**src/rtl/ps2_host_tx.sv**
```systemverilog
// PS/2 host-to-device command transmitter with CPU register interface and device ACK check.
// Optional macro PS2_TX_IRQ_EN drives irq from the done flag; without it irq is tied low.
module ps2_host_tx #(
    parameter int CLK_FREQ_HZ = 25_000_000,
    parameter int INHIBIT_US  = 120,
    parameter int TIMEOUT_MS  = 15
) (
    input  logic       clk,
    input  logic       reset,
    input  logic       cs,
    input  logic       rd,
    input  logic       wr,
    input  logic       addr,
    input  logic [7:0] data_in,
    output logic [7:0] data_out,
    input  logic       ps2_clk_in,
    input  logic       ps2_data_in,
    output logic       ps2_clk_oe,
    output logic       ps2_data_oe,
    output logic       busy,
    output logic       rx_inhibit,
    output logic       irq
);

    localparam int INH_CYC   = CLK_FREQ_HZ / 1_000_000 * INHIBIT_US;
    localparam int START_CYC = CLK_FREQ_HZ / 1_000_000;
    localparam int TO_CYC    = CLK_FREQ_HZ / 1000 * TIMEOUT_MS;
    localparam int MAX_A     = (INH_CYC > START_CYC) ? INH_CYC : START_CYC;
    localparam int MAX_CYC   = (TO_CYC > MAX_A) ? TO_CYC : MAX_A;
    localparam int CNT_W     = $clog2(MAX_CYC + 1);

    localparam logic [CNT_W-1:0] INH_LAST   = CNT_W'(INH_CYC - 1);
    localparam logic [CNT_W-1:0] START_LAST = CNT_W'(START_CYC - 1);
    localparam logic [CNT_W-1:0] TO_LIMIT   = CNT_W'(TO_CYC);

    typedef enum logic [2:0] {
        S_IDLE,
        S_INHIBIT,
        S_START,
        S_RELEASE,
        S_SHIFT,
        S_ACK,
        S_WAIT_IDLE
    } state_t;

    state_t state_q, state_d;
    logic [CNT_W-1:0] cnt_q, cnt_d;
    logic [3:0] bit_idx_q, bit_idx_d;
    logic sh_oe_q, sh_oe_d;
    logic [7:0] tx_byte_q, tx_byte_d;
    logic [7:0] data_out_q, data_out_d;
    logic ack_ok_q, ack_ok_d;
    logic err_q, err_d;
    logic done_q, done_d;
    logic coll_q, coll_d;
    logic clk_s1_q, clk_s2_q, clk_s3_q;
    logic data_s1_q, data_s2_q;

    logic fe, wr_data, rd_any, rd_stat, accept, collide;
    logic set_ack, set_err, set_done;
    logic parity;
    logic [7:0] status;

    // sync_clk is clk_s2_q; clk_s3_q is its previous value for edge detection
    assign fe      = clk_s3_q & ~clk_s2_q;
    assign wr_data = cs & wr & ~addr;
    assign rd_any  = cs & rd;
    assign rd_stat = rd_any & addr;
    assign accept  = wr_data & (state_q == S_IDLE);
    assign collide = wr_data & (state_q != S_IDLE);
    assign parity  = ~^tx_byte_q;
    assign status  = {done_q, 3'b000, coll_q, err_q, ack_ok_q, busy};

    always_ff @(posedge clk) begin
        if (reset) begin
            state_q    <= S_IDLE;
            cnt_q      <= '0;
            bit_idx_q  <= '0;
            sh_oe_q    <= 1'b0;
            data_out_q <= 8'h00;
            ack_ok_q   <= 1'b0;
            err_q      <= 1'b0;
            done_q     <= 1'b0;
            coll_q     <= 1'b0;
            clk_s1_q   <= 1'b1;
            clk_s2_q   <= 1'b1;
            clk_s3_q   <= 1'b1;
            data_s1_q  <= 1'b1;
            data_s2_q  <= 1'b1;
        end else begin
            state_q    <= state_d;
            cnt_q      <= cnt_d;
            bit_idx_q  <= bit_idx_d;
            sh_oe_q    <= sh_oe_d;
            data_out_q <= data_out_d;
            ack_ok_q   <= ack_ok_d;
            err_q      <= err_d;
            done_q     <= done_d;
            coll_q     <= coll_d;
            clk_s1_q   <= ps2_clk_in;
            clk_s2_q   <= clk_s1_q;
            clk_s3_q   <= clk_s2_q;
            data_s1_q  <= ps2_data_in;
            data_s2_q  <= data_s1_q;
        end
    end

    always_ff @(posedge clk) begin
        tx_byte_q <= tx_byte_d;
    end

    always_comb begin
        state_d   = state_q;
        cnt_d     = cnt_q;
        bit_idx_d = bit_idx_q;
        sh_oe_d   = sh_oe_q;
        set_ack   = 1'b0;
        set_err   = 1'b0;
        set_done  = 1'b0;
        case (state_q)
            S_IDLE: begin
                if (wr_data) begin
                    state_d = S_INHIBIT;
                    cnt_d   = '0;
                end
            end
            S_INHIBIT: begin
                if (cnt_q == INH_LAST) begin
                    state_d = S_START;
                    cnt_d   = '0;
                end else begin
                    cnt_d = cnt_q + CNT_W'(1);
                end
            end
            S_START: begin
                if (cnt_q == START_LAST) begin
                    state_d = S_RELEASE;
                    cnt_d   = '0;
                end else begin
                    cnt_d = cnt_q + CNT_W'(1);
                end
            end
            S_RELEASE: begin
                cnt_d     = '0;
                bit_idx_d = '0;
                sh_oe_d   = 1'b1;
                state_d   = S_SHIFT;
            end
            S_SHIFT, S_ACK, S_WAIT_IDLE: begin
                cnt_d = cnt_q + CNT_W'(1);
                // The timeout covers the whole device-clocked phase and overrides any bus event
                if (cnt_q == TO_LIMIT) begin
                    state_d  = S_IDLE;
                    sh_oe_d  = 1'b0;
                    set_err  = 1'b1;
                    set_done = 1'b1;
                end else if (state_q == S_SHIFT) begin
                    if (fe) begin
                        bit_idx_d = bit_idx_q + 4'd1;
                        if (bit_idx_q < 4'd8) begin
                            sh_oe_d = ~tx_byte_q[bit_idx_q[2:0]];
                        end else if (bit_idx_q == 4'd8) begin
                            sh_oe_d = ~parity;
                        end else if (bit_idx_q == 4'd9) begin
                            sh_oe_d = 1'b0;
                        end else begin
                            state_d = S_ACK;
                        end
                    end
                end else if (state_q == S_ACK) begin
                    // Device holds data low through the low phase of the 11th clock
                    if (!data_s2_q) begin
                        set_ack = 1'b1;
                        state_d = S_WAIT_IDLE;
                    end else begin
                        set_err  = 1'b1;
                        set_done = 1'b1;
                        state_d  = S_IDLE;
                    end
                end else begin
                    if (clk_s2_q && data_s2_q) begin
                        set_done = 1'b1;
                        state_d  = S_IDLE;
                    end
                end
            end
            default: begin
                state_d = S_IDLE;
            end
        endcase
    end

    always_comb begin
        ps2_clk_oe  = 1'b0;
        ps2_data_oe = 1'b0;
        busy        = 1'b1;
        case (state_q)
            S_IDLE:    busy = 1'b0;
            S_INHIBIT: ps2_clk_oe = 1'b1;
            S_START: begin
                ps2_clk_oe  = 1'b1;
                ps2_data_oe = 1'b1;
            end
            S_RELEASE: ps2_data_oe = 1'b1;
            S_SHIFT:   ps2_data_oe = sh_oe_q;
            default: begin
                ps2_clk_oe  = 1'b0;
                ps2_data_oe = 1'b0;
            end
        endcase
    end

    // Register file: flag set events win over a same-cycle STATUS read clear
    always_comb begin
        tx_byte_d  = accept ? data_in : tx_byte_q;
        ack_ok_d   = set_ack | (ack_ok_q & ~accept);
        err_d      = set_err | (err_q & ~rd_stat & ~accept);
        done_d     = set_done | (done_q & ~rd_stat & ~accept);
        coll_d     = collide | (coll_q & ~rd_stat);
        data_out_d = data_out_q;
        if (rd_any) begin
            data_out_d = addr ? status : tx_byte_q;
        end
    end

    assign data_out   = data_out_q;
    assign rx_inhibit = busy;

`ifdef PS2_TX_IRQ_EN
    assign irq = done_q;
`else
    assign irq = 1'b0;
`endif

endmodule

```
**config.mk**
```make
export PLATFORM = sky130hd
export DESIGN_NAME = ps2_host_tx
export DESIGN_NICKNAME = d
export VERILOG_FILES = /design/src/rtl/ps2_host_tx.sv
export SDC_FILE = /design/constraint.sdc
export NUM_CORES = 1
export LEC_CHECK = 0
export ABC_CLOCK_PERIOD_IN_PS = 2800
export CAP_MARGIN = 20
export CORE_ASPECT_RATIO = 0.8
export CORE_UTILIZATION = 56
export CTS_CLUSTER_SIZE = 20
export DETAILED_ROUTE_END_ITERATION = 8
export GPL_ROUTABILITY_DRIVEN = 1
export HOLD_SLACK_MARGIN = 0.15
export PLACE_DENSITY = 0.81
export SLEW_MARGIN = 20
export SYNTH_ARGS = -nofsm -noshare
export SYNTH_HDL_FRONTEND = slang
export SYNTH_SLANG_ARGS = --single-unit
```
**constraint.sdc**
```tcl
create_clock -name clk -period 2.8 [get_ports clk]
set_input_delay 0.28 -clock clk [delete_from_list [all_inputs] [get_ports clk]]
set_output_delay 0.28 -clock clk [all_outputs]
set_load 0.01 [all_outputs]
```
==> out/metrics.cfg, run 1 <==
[setup_path]
critPathRequiredTime_ps=2520
arrival_ps=2090
path_cells=inv_1 > or3_1 > nand2_1 > clkdlybuf4s50_1
r2r_start=cnt_q[1]
r2r_end=cnt_q[2]
r2r_cells=7
end_kind=primary output
rrSetupSlack_ps=590
path_buf_inv=2
critPathTopFamily=buffers and inverters
slowest_stage=clkdlybuf4s50_1
cp_max_fo=10
cp_slowest_stage_delay_ps=550
crit_type=reg2out
start_kind=register

[global_routing]
grt_max_degree=27
grt_pass1_wl_mm=9.54
grt_pass1_vias=1995
antenna_found_initial=0
globalRouteTotalUtil=0.246
grt_overflow=0

[synth]
ys.flop_type=dfxtp_1
synth_area_per_cell_um2=8.97
synth_seq_cells=52
synth_edf_count=8
syn_inst=300
synth-warning-count=0
yosysSeqAreaShare=0.417
synth_cell_type_count=57
async_flop_share=0
syn-num-nets=321
syn_area_um2=2690

[outcome]
status=finished, final reports clean

[clocking]
cts_tree=built
cts.path.max_buffers=2
post_cts_resized=0
cts_setup_buffers=0
h-tree-depth=2
cts_buffers=5
clock_latency_ps=310
clock-sinks=52
cts_hold_buf=0
cts_root_buf=clkbuf_8
clk_pin_slew_ps=90

[route]
via_per_inst=5.92
drt_iter0_drc=224
dr.pass1.iters=5
ant_nets=0
wl_per_cell_um=15.3
dr_total_vias=2267
drc_errors=0
wl_mm=5.87

[cells_and_area]
regArea_um2=1120
multiInputGateArea_um2=1460
antenna_cells=0
syn_to_final_growth_pct=14.6
drive_above_1_share=0.0991
nets=343
fin_util=0.671
nFillCells=383

[flow_run]
cap_violations=0

[sta]
period_needed_ps=2370
finalSetupTns_ps=0
setup_viol=0
fmax_mhz=422
slew_viol_final=0
fin_crit_sh=0.847
hold_viol_final=0
skew_ps=2.50
grt_setup_unrepaired=false

[pwr]
finalPower_mw=2.03
leakage_nw=1.03
powerDensity_nw_per_um2=660
ir_drop_mv=0.398

[die]
die_x_um=79.5
io_pins=29
die_h_um=64.0
rows=22
initial_core_util=0.585
core_area_um2=4600
die_area_um2=5090

[placement]
place_congestion=0.940
portBuffers=27
detailed_place_hpwl_mm=4.36

[min_path]
min_to=clk_s2_q
hold_path_startpoint=clk_s1_q
holdPathStages=1
hold_class=reg2reg

## area by class of cell
class | count | area share
clock buffer | 8 | 0.0325
inverter | 7 | 0.00852
multi-input combinational | 225 | 0.474
sequential | 52 | 0.364
tap | 60 | 0.0244
timing repair buffer | 31 | 0.0974
## metrics by stage
step	instance area [µm²]	hold slack [ps]	std cells	setup WS, ps
detailed placement	2980	392	375	621
CTS	3080	414	383	449
floorplan	2690	379	300	738
global route	3080	435	383	329
finish	3080	412	383	429
global placement	2980	391	375	657
## worst max-delay path by stage
stage	start	end	slack, ps	cells after the start
3_3_place_gp	cnt_q[14]	state_q[0]	660	6
6_report	state_q[1]	ps2_clk_oe	430	4
2_1_floorplan	cnt_q[14]	state_q[0]	740	6
4_1_cts	state_q[1]	ps2_clk_oe	450	4
3_5_place_dp	cnt_q[14]	state_q[0]	620	6
5_1_grt	state_q[1]	ps2_clk_oe	330	4
## routing by layer
metal / wire (µm) / share of wire / vias up / global-route usage
met5: 0 / 0 / - / 0
met4: 90 / 0.015 / 0 / 0.0955
met3: 437 / 0.074 / 16 / 0.0457
met2: 2480 / 0.42 / 94 / 0.344
met1: 2860 / 0.49 / 1043 / 0.371
li1: - / - / 1114 / -
## cell usage in the layout, fill, tap and decap left out, drive strengths merged, types with 9 or more instances in the layout
| master | n |
|---|---|
| xor2 | 9 |
| xnor2 | 15 |
| nand2 | 21 |
| or2 | 9 |
| nand3 | 13 |
| dfxtp | 44 |
| nand4 | 10 |
| a21oi | 22 |
| clkdlybuf4s50 | 27 |
| nor2 | 37 |
## where the power goes
group          switching, mW  total (mW)  internal, mW
logic                  0.386       0.684         0.298
clock network          0.239       0.465         0.226
registers             0.0745       0.886         0.811
## cell families (layout without fill, tap and decap cells)
| logic type | after synthesis | count (layout) | synth area share |
|---|---|---|---|
| and+or+nand+nor | 133 | 133 | 0.263 |
| AOI/OAI and AO/OA | 55 | 55 | 0.141 |
| DFF | 52 | 52 | 0.417 |
| xor gates and xnor gates | 24 | 24 | 0.0781 |
| buffers and inverters | 23 | 46 | 0.0409 |
| muxes | 7 | 7 | 0.0358 |
| adders and majority gates | 5 | 5 | 0.0232 |
| other | 1 | 1 | 0.00139 |
## synth_stat cells, types with 3 or more instances
| library cell | number | area share |
|---|---|---|
| clkbuf_1 | 10 | 0.014 |
| nor4_1 | 5 | 0.012 |
| nor2_1 | 37 | 0.052 |
| nand4_1 | 10 | 0.023 |
| dfxtp_1 | 44 | 0.33 |
| nand3_1 | 13 | 0.024 |
| nand4b_1 | 4 | 0.013 |
| or2_2 | 7 | 0.016 |
| mux2i_1 | 4 | 0.015 |
| ha_1 | 5 | 0.023 |
| a211oi_1 | 6 | 0.017 |
| inv_1 | 7 | 0.0098 |
| nand3b_1 | 7 | 0.020 |
| nor3_1 | 7 | 0.013 |
| edfxtp_1 | 8 | 0.089 |
| and3_1 | 3 | 0.0070 |
| or4_4 | 3 | 0.013 |
| a21oi_1 | 21 | 0.039 |
| nor2b_1 | 4 | 0.0093 |
| nand2_1 | 20 | 0.028 |
| buf_4 | 4 | 0.011 |
| o21ai_0 | 6 | 0.011 |
| xnor2_1 | 15 | 0.049 |
| xor2_1 | 9 | 0.029 |
## sequential cells by signal (all words and copies together) (netlist names)
register and flops:
coll_q 1, err_q 1, data_out 8, clk_s3_q 1
data_s2_q 1, clk_s1_q 1, clk_s2_q 1, bit_idx_q 4
data_s1_q 1, ack_ok_q 1, done_q 1, cnt_q 19
state_q 3, sh_oe_q 1, tx_byte_q 8
## worst reg2reg max path, delay by kind of cell, from the launching register on
| family | cells | cell delay, ps |
|---|---|---|
| flip-flops | 1 | 400 |
| adder cells (fa/ha/maj) | 1 | 240 |
| AO/OA/AOI/OAI | 3 | 670 |
| AND/OR/NAND/NOR | 3 | 780 |
No activity file was read; power rests on OpenSTA's default activity.
==> inputs of run 2 (changes only) <==
--- a/config.mk
+++ b/config.mk
@@ -5,7 +5,7 @@
 export SDC_FILE = /design/constraint.sdc
 export NUM_CORES = 1
 export LEC_CHECK = 0
-export ABC_CLOCK_PERIOD_IN_PS = 2800
+export ABC_CLOCK_PERIOD_IN_PS = 2300
 export CAP_MARGIN = 20
 export CORE_ASPECT_RATIO = 0.8
 export CORE_UTILIZATION = 56
==> constraint.sdc (replaced) <==
create_clock -name clk -period 2.3 [get_ports clk]
set_input_delay 0.23 -clock clk [delete_from_list [all_inputs] [get_ports clk]]
set_output_delay 0.23 -clock clk [all_outputs]
set_load 0.01 [all_outputs]
==> run 2 against run 1 <==
Via count up 1.9%. Sequential power up 22%. Non-clock buffer count up 6. Largest cell class unchanged. Worst setup slack worse by 310 ps. Clock skew up 0.70 ps. Die area unchanged.
==> out/metrics.cfg, run 2 (synthesis gave the netlist of run 1 again) <==
[die]
die_x_um=79.5  ; unchanged
die_h_um=64.0  ; unchanged
die_area_um2=5090  ; unchanged
rows=22  ; unchanged
core_area_um2=4600  ; unchanged
io_pins=29  ; unchanged
initial_core_util=0.585  ; unchanged

[global_routing]
grt_overflow=0  ; unchanged
grt_pass1_vias=2058  ; +3.2%
antenna_found_initial=0  ; unchanged
globalRouteTotalUtil=0.257  ; +0.0109
grt_max_degree=31  ; +15%
grt_pass1_wl_mm=10.1  ; +6.2%

[clocking]
clk_pin_slew_ps=90  ; about the same
cts_tree=built
clock-sinks=52  ; unchanged
cts.path.max_buffers=2  ; unchanged
cts_root_buf=clkbuf_8
cts_buffers=5  ; unchanged
cts_hold_buf=0  ; unchanged
clock_latency_ps=310  ; about the same
h-tree-depth=2  ; unchanged

[sta]
hold_viol_final=0  ; unchanged
grt_setup_unrepaired=false
skew_ps=3.20  ; +0.697 ps
setup_viol=0  ; unchanged
fin_crit_sh=0.950
finalWorstSetupSlack_ps=114  ; -314 ps
slew_viol_final=0  ; unchanged
fmax_mhz=458
finalSetupTns_ps=0  ; unchanged
period_needed_ps=2190

[route]
dr_total_vias=2309  ; +1.9%
wl_per_cell_um=15.3  ; -0.15%
via_per_inst=5.94  ; +0.28%
drt_iter0_drc=217  ; -3.1%
dr.pass1.iters=5  ; unchanged
ant_nets=0  ; unchanged
drc_errors=0  ; unchanged
wl_mm=5.95  ; +1.4%

[cells_and_area]
syn_to_final_growth_pct=16.9
antenna_cells=0  ; unchanged
final_common_cell=dfxtp_1
regArea_um2=1120  ; +0.22%
largest_register_ffs=19  ; unchanged
nets=349  ; +1.7%
multiInputGateArea_um2=1460  ; unchanged
top_register=cnt_q
nFillCells=353  ; -7.8%
drive_above_1_share=0.119  ; +0.0195
layout_common_cells=dfxtp_1, nor2_1, clkdlybuf4s50_1

[setup_path]
arrival_ps=2380  ; +290 ps
slowest_stage=or4_4
cp.depth=6  ; +2
end_kind=register
cp_slowest_stage_delay_ps=530  ; -20 ps
crit_type=reg2reg
start_kind=register
path_buf_inv=0  ; -2
critPathTopFamily=simple AND/OR/NAND/NOR gates
cp_max_fo=6  ; -4
startpoint=cnt_q[14]
cp-endpoint=state_q[2]
critPathRequiredTime_ps=2500  ; -20 ps
r2r_cells=6  ; -1
r2r_start=cnt_q[14]
path_common_cell=a21oi_1
rrSetupSlack_ps=110  ; -480 ps
path_cells=or3_4 > or4_4 > or2_0 > a21boi_1 > a21oi_1 > a21oi_1
r2r_end=state_q[2]

[pwr]
powerDensity_nw_per_um2=793  ; +20%
finalPower_mw=2.49  ; +23%
ir_drop_mv=0.456  ; +15%
leakage_nw=1.06  ; +3.4%

[outcome]
status=finished, final reports clean

[placement]
place_congestion=0.955  ; +1.6%
place_worst_setup_slack_ps=111  ; -511 ps
portBuffers=27  ; unchanged
detailed_place_hpwl_mm=4.36  ; about the same

[min_path]
hold_class=reg2reg

[flow_run]
cap_violations=0  ; unchanged

==> run 2: per-layer routing <==
layer	vias to the layer above	part of all wire	GRT usage
met3	15	0.076	0.0500
met5	-	0	0
met1	1070	0.47	0.387
met2	101	0.43	0.364
met4	0	0.017	0.0864
li1	1123	-	-
==> run 2: report_power, final <==
group	total [mW]	internal, mW	switching [mW]
Sequential	1.08	0.990	0.0932
Combinational	0.878	0.399	0.478
Clock	0.533	0.246	0.287
Total	2.49	1.64	0.858
==> run 2: worst reg2reg max path, stage by stage, from the launching register on <==
cell and delay [ps]:
dfxtp_1 350, or3_4 410, or4_4 530, or2_0 330, a21boi_1 200, a21oi_1 170, a21oi_1 100
==> run 2: worst min path at each step <==
stage                          start      endpoint  slack [ps]  cells after the start
after global routing        clk_s1_q      clk_s2_q         440                      1
after floorplan           data_in[0]  tx_byte_q[0]         330                      0
final                      data_s1_q     data_s2_q         420                      1
after CTS                   clk_s1_q      clk_s2_q         420                      1
after detailed placement    clk_s1_q      clk_s2_q         400                      1
after global placement      clk_s1_q      clk_s2_q         390                      1
==> run 2: layout make-up <==
| class | instances | area share |
|---|---|---|
| flip-flops and latches | 52 | 0.357 |
| repair buffers | 37 | 0.118 |
| clock buffers | 8 | 0.0286 |
| inverters | 7 | 0.00835 |
| multi-input cells | 225 | 0.464 |
| well taps | 60 | 0.0239 |
==> run 2: what timing repair did <==
item	in CTS	in global routing
setup buffers	0	1
endpoints found under the setup margin	0	3
resized for setup	0	2
==> run 2: stage by stage <==
step | hold slack, ps | instances | area [µm²] | utilization
final | 417 | 389 | 3150 | 0.684
after CTS | 422 | 388 | 3120 | 0.679
after floorplan | 329 | 300 | 2690 | -
after global routing | 440 | 389 | 3150 | 0.684
after global placement | 392 | 380 | 3030 | 0.660
after detailed placement | 401 | 380 | 3030 | 0.660
==> inputs of run 3 (changes only) <==
--- a/config.mk
+++ b/config.mk
@@ -8,6 +8,7 @@
 export ABC_CLOCK_PERIOD_IN_PS = 2300
 export CAP_MARGIN = 20
 export CORE_ASPECT_RATIO = 0.8
+export CORE_MARGIN = 1.5
 export CORE_UTILIZATION = 56
 export CTS_CLUSTER_SIZE = 20
 export DETAILED_ROUTE_END_ITERATION = 8
==> run 3 against run 2 <==
Maximum frequency is 1.9% lower. Clock power is 7.5% lower. Sequential power hardly changed. Sequential share of layout area is 0.48 points higher. Worst hold slack worse by 1.2 ps. Final area is 1.3% lower. Die area is 2.8% higher. Utilization is 0.90 points lower.
==> out/metrics.cfg, run 3 (synthesis gave the netlist of run 1 again) <==
[global_routing]
grt_pass1_vias=2039  ; -0.92%
grt_max_degree=27  ; -13%
globalRouteTotalUtil=0.249  ; -0.00846
antenna_found_initial=0  ; unchanged
grt_overflow=0  ; unchanged
grt_pass1_wl_mm=9.90  ; -2.2%

[route]
wl_mm=6.13  ; +3.1%
dr.pass1.iters=5  ; unchanged
dr_total_vias=2312  ; +0.13%
ant_nets=0  ; unchanged
drt_iter0_drc=231  ; +6.5%
drc_errors=0  ; unchanged
wl_per_cell_um=15.9  ; +3.9%
via_per_inst=5.99  ; +0.91%

[clocking]
cts_tree=built
cts.path.max_buffers=2  ; unchanged
clock_latency_ps=310  ; about the same
clock-sinks=52  ; unchanged
cts_buffers=5  ; unchanged
clk_pin_slew_ps=90  ; about the same
cts_root_buf=clkbuf_8
cts_hold_buf=0  ; unchanged
h-tree-depth=2  ; unchanged

[cells_and_area]
antenna_cells=0  ; unchanged
layout_common_cells=dfxtp_1, nor2_1, clkdlybuf4s50_1
largest_register_ffs=19  ; unchanged
final_common_cell=dfxtp_1
top_register=cnt_q
syn_to_final_growth_pct=15.3
fin_util=0.675  ; -0.00898
drive_above_1_share=0.110  ; -0.00811
nets=347  ; -0.57%

[setup_path]
critPathRequiredTime_ps=2490  ; about the same
r2r_cells=6  ; unchanged
end_kind=register
crit_type=reg2reg
arrival_ps=2420  ; +40 ps
cp_max_fo=4  ; -2
start_kind=register

[placement]
place_congestion=0.976  ; +2.2%
detailed_place_hpwl_mm=4.39  ; +0.74%
place_worst_setup_slack_ps=140  ; +29.4 ps
portBuffers=27  ; unchanged

[pwr]
ir_drop_mv=0.466  ; +2.1%
leakage_nw=1.04  ; -2.1%
powerDensity_nw_per_um2=792  ; -0.16%

[sta]
skew_ps=4.50  ; +1.30 ps
hold_ws_ps=416  ; -1.18 ps
period_needed_ps=2230  ; +41.6 ps
fin_crit_sh=0.968  ; +0.0181
finalWorstSetupSlack_ps=72.8  ; -41.6 ps
hold_viol_final=0  ; unchanged
setup_viol=0  ; unchanged
fmax_mhz=449  ; -1.9%
slew_viol_final=0  ; unchanged

[die]
die_h_um=65.0  ; +1.6%
die_area_um2=5230  ; +2.8%
io_pins=29  ; unchanged
initial_core_util=0.585  ; unchanged
die_x_um=80.5  ; +1.3%
rows=22  ; unchanged
core_area_um2=4600  ; unchanged

[min_path]
hold_class=reg2reg
holdPathStages=1  ; unchanged

[outcome]
status=finished, final reports clean

[flow_run]
cap_violations=0  ; unchanged

run 3: cell count changes in the layout (fill, tap and decap cells not counted):
cell | previous run | this run
buf_12 | 2 | 1
buf_4 | 8 | 7
clkbuf_8 | 6 | 5
run 3: report_power, final:
part           switching (mW)  total [mW]  internal [mW]
logic                   0.486       0.882          0.396
registers              0.0919        1.08          0.990
clock network           0.283       0.493          0.210
run 3: worst paths after layout:
| kind | slack [ps] | from | to |
|---|---|---|---|
| min reg2reg | 420 | data_s1_q | data_s2_q |
| max | 70 | cnt_q[14] | state_q[0] |
| min | 420 | data_s1_q | data_s2_q |
| max reg2reg | 70 | cnt_q[14] | state_q[0] |
run 3: per-stage QoR:
step	total power, mW	area (µm²)	TNS (ps)	cells
2_1_floorplan	1.66	2690	0	300
3_3_place_gp	1.89	3010	0	378
3_5_place_dp	1.90	3010	0	378
4_1_cts	2.40	3080	0	385
5_1_grt	2.59	3100	-5.80	386
6_report	2.46	3100	0	386
run 3: metal layers:
layer  global-route usage  up-vias  share of wire
met5                    0        -              0
met4               0.0453        0         0.0085
met3               0.0732       12          0.096
met2                0.338      100           0.43
met1                0.387     1083           0.47
li1                     -     1117              -
run 3: cell type report:
type	instances	area [µm²]
Inverter	7	26.3
Tap cell	60	75.1
Sequential cell	52	1120
Multi-Input combinational cell	225	1460
Timing Repair Buffer	35	343
Fill cell	382	1490
Clock buffer	7	76.3
run 3: critical path, cell delays in order, from the launching register on:
cell and delay (ps):
dfxtp_1 350, or3_4 410, or4_1 420, or4_4 570
a21oi_2 160, nor3_1 60, o2bb2ai_1 140
run 3: timing repair:
action                     4_1_cts  5_1_grt
buffers inserted                 0        1
gates resized for setup          0        2
setup endpoints to repair        0       15
